===== config.mk =====
export PLATFORM = sky130hd
export DESIGN_NAME = pipeline_ctrl
export DESIGN_NICKNAME = d
export VERILOG_FILES = /design/src/rtl/pipe_pkg.sv /design/src/rtl/sat_counter.sv /design/src/rtl/pipeline_ctrl.sv
export SDC_FILE = /design/constraint.sdc
export NUM_CORES = 1
export LEC_CHECK = 0
export ABC_AREA = 1
export BUFFER_PORTS_ARGS = -buffer_cell sky130_fd_sc_hd__clkbuf_2
export CORE_MARGIN = 3
export CORE_UTILIZATION = 25
export DETAILED_ROUTE_END_ITERATION = 16
export MAX_ROUTING_LAYER = met4
export SYNTH_ARGS = -nofsm -noshare
export SYNTH_HDL_FRONTEND = slang
export SYNTH_SLANG_ARGS = --single-unit

===== constraint.sdc =====
create_clock -name clk -period 3.15 [get_ports clk]
set_input_delay 0.1575 -clock clk [delete_from_list [all_inputs] [get_ports clk]]
set_output_delay 0.1575 -clock clk [all_outputs]
set_load 0.02 [all_outputs]

===== src/rtl/pipe_pkg.sv =====
// Shared definitions for the pipeline control slice.
//   state_t  : sequencer state (RUN, MDU_BUSY)
//   NOP_INSN : encoding loaded into bubble-capable pipeline registers
package pipe_pkg;

  typedef enum logic {
    RUN      = 1'b0,
    MDU_BUSY = 1'b1
  } state_t;

  // sll $0,$0,0 -- the all-zero word is the canonical NOP
  localparam logic [31:0] NOP_INSN = 32'h0000_0000;

endpackage


===== src/rtl/sat_counter.sv =====
// Saturating event counter.
//   clk : clock
//   clr : synchronous clear (wins over inc)
//   inc : count one event this cycle
//   cnt : current count, sticks at all-ones
module sat_counter #(
  parameter int CNT_W = 32
) (
  input  logic             clk,
  input  logic             clr,
  input  logic             inc,
  output logic [CNT_W-1:0] cnt
);

  always_ff @(posedge clk) begin
    if (clr)
      cnt <= '0;
    else if (inc && cnt != '1)
      cnt <= cnt + 1'b1;
  end

endmodule


===== src/rtl/pipeline_ctrl.sv =====
// Stall/flush sequencer for the five-stage pipeline.
// Inputs : clk, rst (sync, active-high), ID source specifiers and use flags,
//          id_jump, EX load info (ex_mem_read, ex_rt), ex_branch_taken,
//          ex_mdu_start.
// Outputs: pc_write, IF/ID hold/flush, ID/EX hold/bubble, EX/MEM bubble,
//          mdu_busy (all combinational from state and inputs), plus
//          saturating stall_cnt / flush_cnt performance counters.
module pipeline_ctrl
  import pipe_pkg::*;
#(
  parameter int MDU_LATENCY = 8,
  parameter int REG_W       = 5,
  parameter int CNT_W       = 32
) (
  input  logic             clk,
  input  logic             rst,
  input  logic [REG_W-1:0] id_rs,
  input  logic [REG_W-1:0] id_rt,
  input  logic             id_uses_rs,
  input  logic             id_uses_rt,
  input  logic             id_jump,
  input  logic             ex_mem_read,
  input  logic [REG_W-1:0] ex_rt,
  input  logic             ex_branch_taken,
  input  logic             ex_mdu_start,
  output logic             pc_write,
  output logic             if_id_hold,
  output logic             if_id_flush,
  output logic             id_ex_hold,
  output logic             id_ex_bubble,
  output logic             ex_mem_bubble,
  output logic             mdu_busy,
  output logic [CNT_W-1:0] stall_cnt,
  output logic [CNT_W-1:0] flush_cnt
);

  localparam int LW = $clog2(MDU_LATENCY + 1);

  state_t        state;
  logic [LW-1:0] mdu_left;
  logic          lu;
  logic          flush_ev;

  // $zero never creates a hazard, so a load to r0 is not checked
  assign lu = ex_mem_read && (ex_rt != '0) &&
              ((id_uses_rs && id_rs == ex_rt) || (id_uses_rt && id_rt == ex_rt));

  always_comb begin
    pc_write      = 1'b0;
    if_id_hold    = 1'b0;
    if_id_flush   = 1'b0;
    id_ex_hold    = 1'b0;
    id_ex_bubble  = 1'b0;
    ex_mem_bubble = 1'b0;
    mdu_busy      = 1'b0;
    flush_ev      = 1'b0;
    if (rst) begin
      if_id_flush  = 1'b1;
      id_ex_bubble = 1'b1;
    end else if (state == MDU_BUSY || ex_mdu_start && !ex_branch_taken) begin
      // freeze the front end and ID/EX; EX/MEM sees NOPs until the result lands
      if_id_hold    = 1'b1;
      id_ex_hold    = 1'b1;
      ex_mem_bubble = 1'b1;
      mdu_busy      = 1'b1;
    end else if (ex_branch_taken) begin
      pc_write     = 1'b1;
      if_id_flush  = 1'b1;
      id_ex_bubble = 1'b1;
      flush_ev     = 1'b1;
    end else if (lu) begin
      // the load leaves EX next cycle, so this clears on its own; a jump
      // sitting in ID waits and is flushed/counted on the following cycle
      if_id_hold   = 1'b1;
      id_ex_bubble = 1'b1;
    end else if (id_jump) begin
      pc_write    = 1'b1;
      if_id_flush = 1'b1;
      flush_ev    = 1'b1;
    end else begin
      pc_write = 1'b1;
    end
  end

  // the start cycle is the first of MDU_LATENCY stall cycles; MDU_BUSY
  // covers the remaining MDU_LATENCY-1
  always_ff @(posedge clk) begin
    if (rst) begin
      state    <= RUN;
      mdu_left <= '0;
    end else begin
      case (state)
        RUN: begin
          if (ex_mdu_start && !ex_branch_taken) begin
            mdu_left <= LW'(MDU_LATENCY - 1);
            if (MDU_LATENCY > 1)
              state <= MDU_BUSY;
          end
        end
        MDU_BUSY: begin
          mdu_left <= mdu_left - 1'b1;
          if (mdu_left == LW'(1))
            state <= RUN;
        end
        default: state <= RUN;
      endcase
    end
  end

  sat_counter #(.CNT_W(CNT_W)) u_stall_cnt (
    .clk (clk),
    .clr (rst),
    .inc (!pc_write),
    .cnt (stall_cnt)
  );

  sat_counter #(.CNT_W(CNT_W)) u_flush_cnt (
    .clk (clk),
    .clr (rst),
    .inc (flush_ev),
    .cnt (flush_cnt)
  );

endmodule

==> flow_summary.ini <==
[detailed_routing]
via_count = 4765
viasPerCell = 4.64
drtIter0Drc = 300
wire_per_inst_um = 12.5
wl_um = 12900
dr.pass1.iters = 5
ant_nets = 0
drc_errors = 0

[critical_path]
endpoint = u_flush_cnt.cnt[27]
crit_path_start_kind = flip-flop
critPathRequiredTime_ns = 3.38
critPathArrivalTime_ns = 2.71
worstPathCellList = ha_1 > nand2_1 > nor2_1 > nand3_1 > nor2_1 > nand3_1 > nand2_1 > nor3_1 > a21oi_1 > nor2_1
rr_worst_depth = 10
cp_max_fo = 14
rrSetupSlack_ns = 0.68
startpoint = u_flush_cnt.cnt[0]
r2r_end = u_flush_cnt.cnt[27]
critPathKind = flip-flop to flip-flop
cpMostUsedCell = nor2_1
worst_path_max_delay_cell = nand3_1
endpoint_kind = flip-flop
reg2reg_from = u_flush_cnt.cnt[0]
cpPeakStageDelay_ns = 0.46

[place]
dp.cells = 1012
io_buffer_count = 93
dp_slack_ns = 0.660
gp_congestion = 0.924
hpwl_um = 9540

[cells_and_area]
drive_above_1_share = 0.149
n_fill_cell = 1911
final_cells = 1028
final_cell_mix = 186 x nand2_1, 112 x nor2_1, 94 x nand3_1
final_common_cell = nand2_1
syn2layout_area_growth_pct = 22.7
antennaDiodeCount = 0
nets = 830
final_util = 0.319

[sta]
hold_viol_final = 0
skew_ns = 0.00845
hold_slack_ns = 0.190
drv_slew = 0
rsz0062_at_grt = false
setup_slack_ns = 0.676
setup_viol = 0
max_slew.worst_pin.slew_ns = 0.662
clock.fmax_ghz = 0.404
slew_headroom = 0.555
min_period_ns = 2.47
fin_crit_sh = 0.785
setup_tns_ns = 0

[logic_synthesis]
ys_ff_latch = 69
ys_seq_area_frac = 0.316
synth_cells = 720
syn-num-nets = 747
yosysUniqueCellTypes = 25
avgSynthCellArea_sq_um = 6.07
yosys_warnings = 0
netlist_area_sq_um = 4370

[clocking]
cts_setup_buffers = 0
clockRootBuffer = clkbuf_16
cts_tree = done
cts_buffers = 9
hold_buffers = 0
clk_pin_slew_worst_paths_ns = 0.06
h-tree-depth = 3
clk_latency_ns = 0.35
cts-resized-gates = 0
cts_buffer_depth = 2
clock-sinks = 69

[floorplan]
ios = 94
die_y_um = 138
die_w_um = 138
start_util = 0.260
num_rows = 47
dieArea_sq_um = 19100
coreArea_sq_um = 16800

[hold_path]
hold_class = input pin to flip-flop

[power]
power-per-cell-area_nw_per_um2 = 424
power_leakage_uw = 0.00233
irDropWorstVdd_mv = 0.261

[global_routing]
grtUsageMet1 = 0.175
grt_use_total = 0.139
overflow = 0
top_usage_layer = met2
antenna_found_initial = 0
grt_pass1_vias = 4350
use_met2 = 0.216
grt_pass1_wl_um = 21600
grt_use_met3 = 0.0369
grt_start_max_net_pins = 61

[outcome]
status = complete, no violations

[job]
drv_cap = 0
-- per-layer routing --
layer  vias to the layer above  wire, um
met2                       128      5860
met4                         0       275
met5                         -         0
li1                       2477         -
met3                        27       778
met1                      2133      5940
-- metrics by stage --
step                      area [sq um]  power [uW]
after floorplan                   4370        1060
after global placement            5020        1110
after detailed placement          5020        1120
after CTS                         5360        2310
after global routing              5360        2370
final                             5360        2270
-- power breakdown --
part / internal, uW / switching, uW
combinational: 59.8 / 129
sequential: 887 / 17.4
clock: 794 / 385
total: 1740 / 532
-- worst min-delay path by stage --
stage                             from          end  slack [ns]  cells past startpoint
after floorplan           ex_mdu_start  mdu_left[3]        0.41                      3
after global placement     mdu_left[3]  mdu_left[3]        0.47                      2
after detailed placement   mdu_left[3]  mdu_left[3]        0.47                      2
after CTS                 ex_mdu_start  mdu_left[3]        0.18                      4
after global routing      ex_mdu_start  mdu_left[3]        0.22                      4
final                     ex_mdu_start  mdu_left[3]        0.19                      4
-- Yosys cell counts --
| cell | instances | area [sq um] |
|---|---|---|
| a21oi_1 | 66 | 330 |
| nand3_1 | 94 | 470 |
| nor2_4 | 2 | 22.5 |
| o21ai_0 | 9 | 45.0 |
| nand2_1 | 186 | 698 |
| nand4_2 | 1 | 12.5 |
| nor3_1 | 20 | 100 |
| buf_1 | 2 | 7.51 |
| clkbuf_1 | 12 | 45.0 |
| o21a_1 | 1 | 7.51 |
| nor4_1 | 1 | 6.26 |
| buf_6 | 3 | 33.8 |
| inv_1 | 80 | 300 |
| nand3b_1 | 3 | 22.5 |
| buf_2 | 7 | 35.0 |
| xnor2_1 | 8 | 70.1 |
| nor2_1 | 113 | 424 |
| xor2_1 | 20 | 175 |
| dfxtp_1 | 69 | 1380 |
| buf_4 | 2 | 15.0 |
| ha_1 | 4 | 50.1 |
| nand2_2 | 3 | 18.8 |
| nor3b_1 | 2 | 15.0 |
| nor3b_2 | 1 | 12.5 |
| nand4_1 | 11 | 68.8 |
-- state kept, by name (all words and copies together) (netlist names) --
register and count:
state 1, u_flush_cnt.cnt 32, mdu_left 4, u_stall_cnt.cnt 32
-- cell type report --
type                       instances  area [sq um]  area share
sequential                        69          1380       0.258
multi-input combinational        545          2560       0.477
clock inverter                     4          95.1      0.0177
clock buffer                      12           246      0.0460
timing repair buffer              98           503      0.0939
inverter                          80           300      0.0560
tap                              220           275      0.0514
-- critical path: cells and delay by family (launching register included) --
kind            cells  cell delay, ns
flops               1            0.44
simple gates        8            1.53
compound gates      1            0.16
fa+ha+maj           1            0.24
-- kinds of logic after synthesis --
family                     share of synthesized area
AOI/OAI and AO/OA                             0.0877
xor gates and xnor gates                      0.0561
adders and majority gates                     0.0115
buffers and inverters                          0.100
DFF                                            0.316
and+or+nand+nor                                0.429
Power figures use the tool's default switching activity.
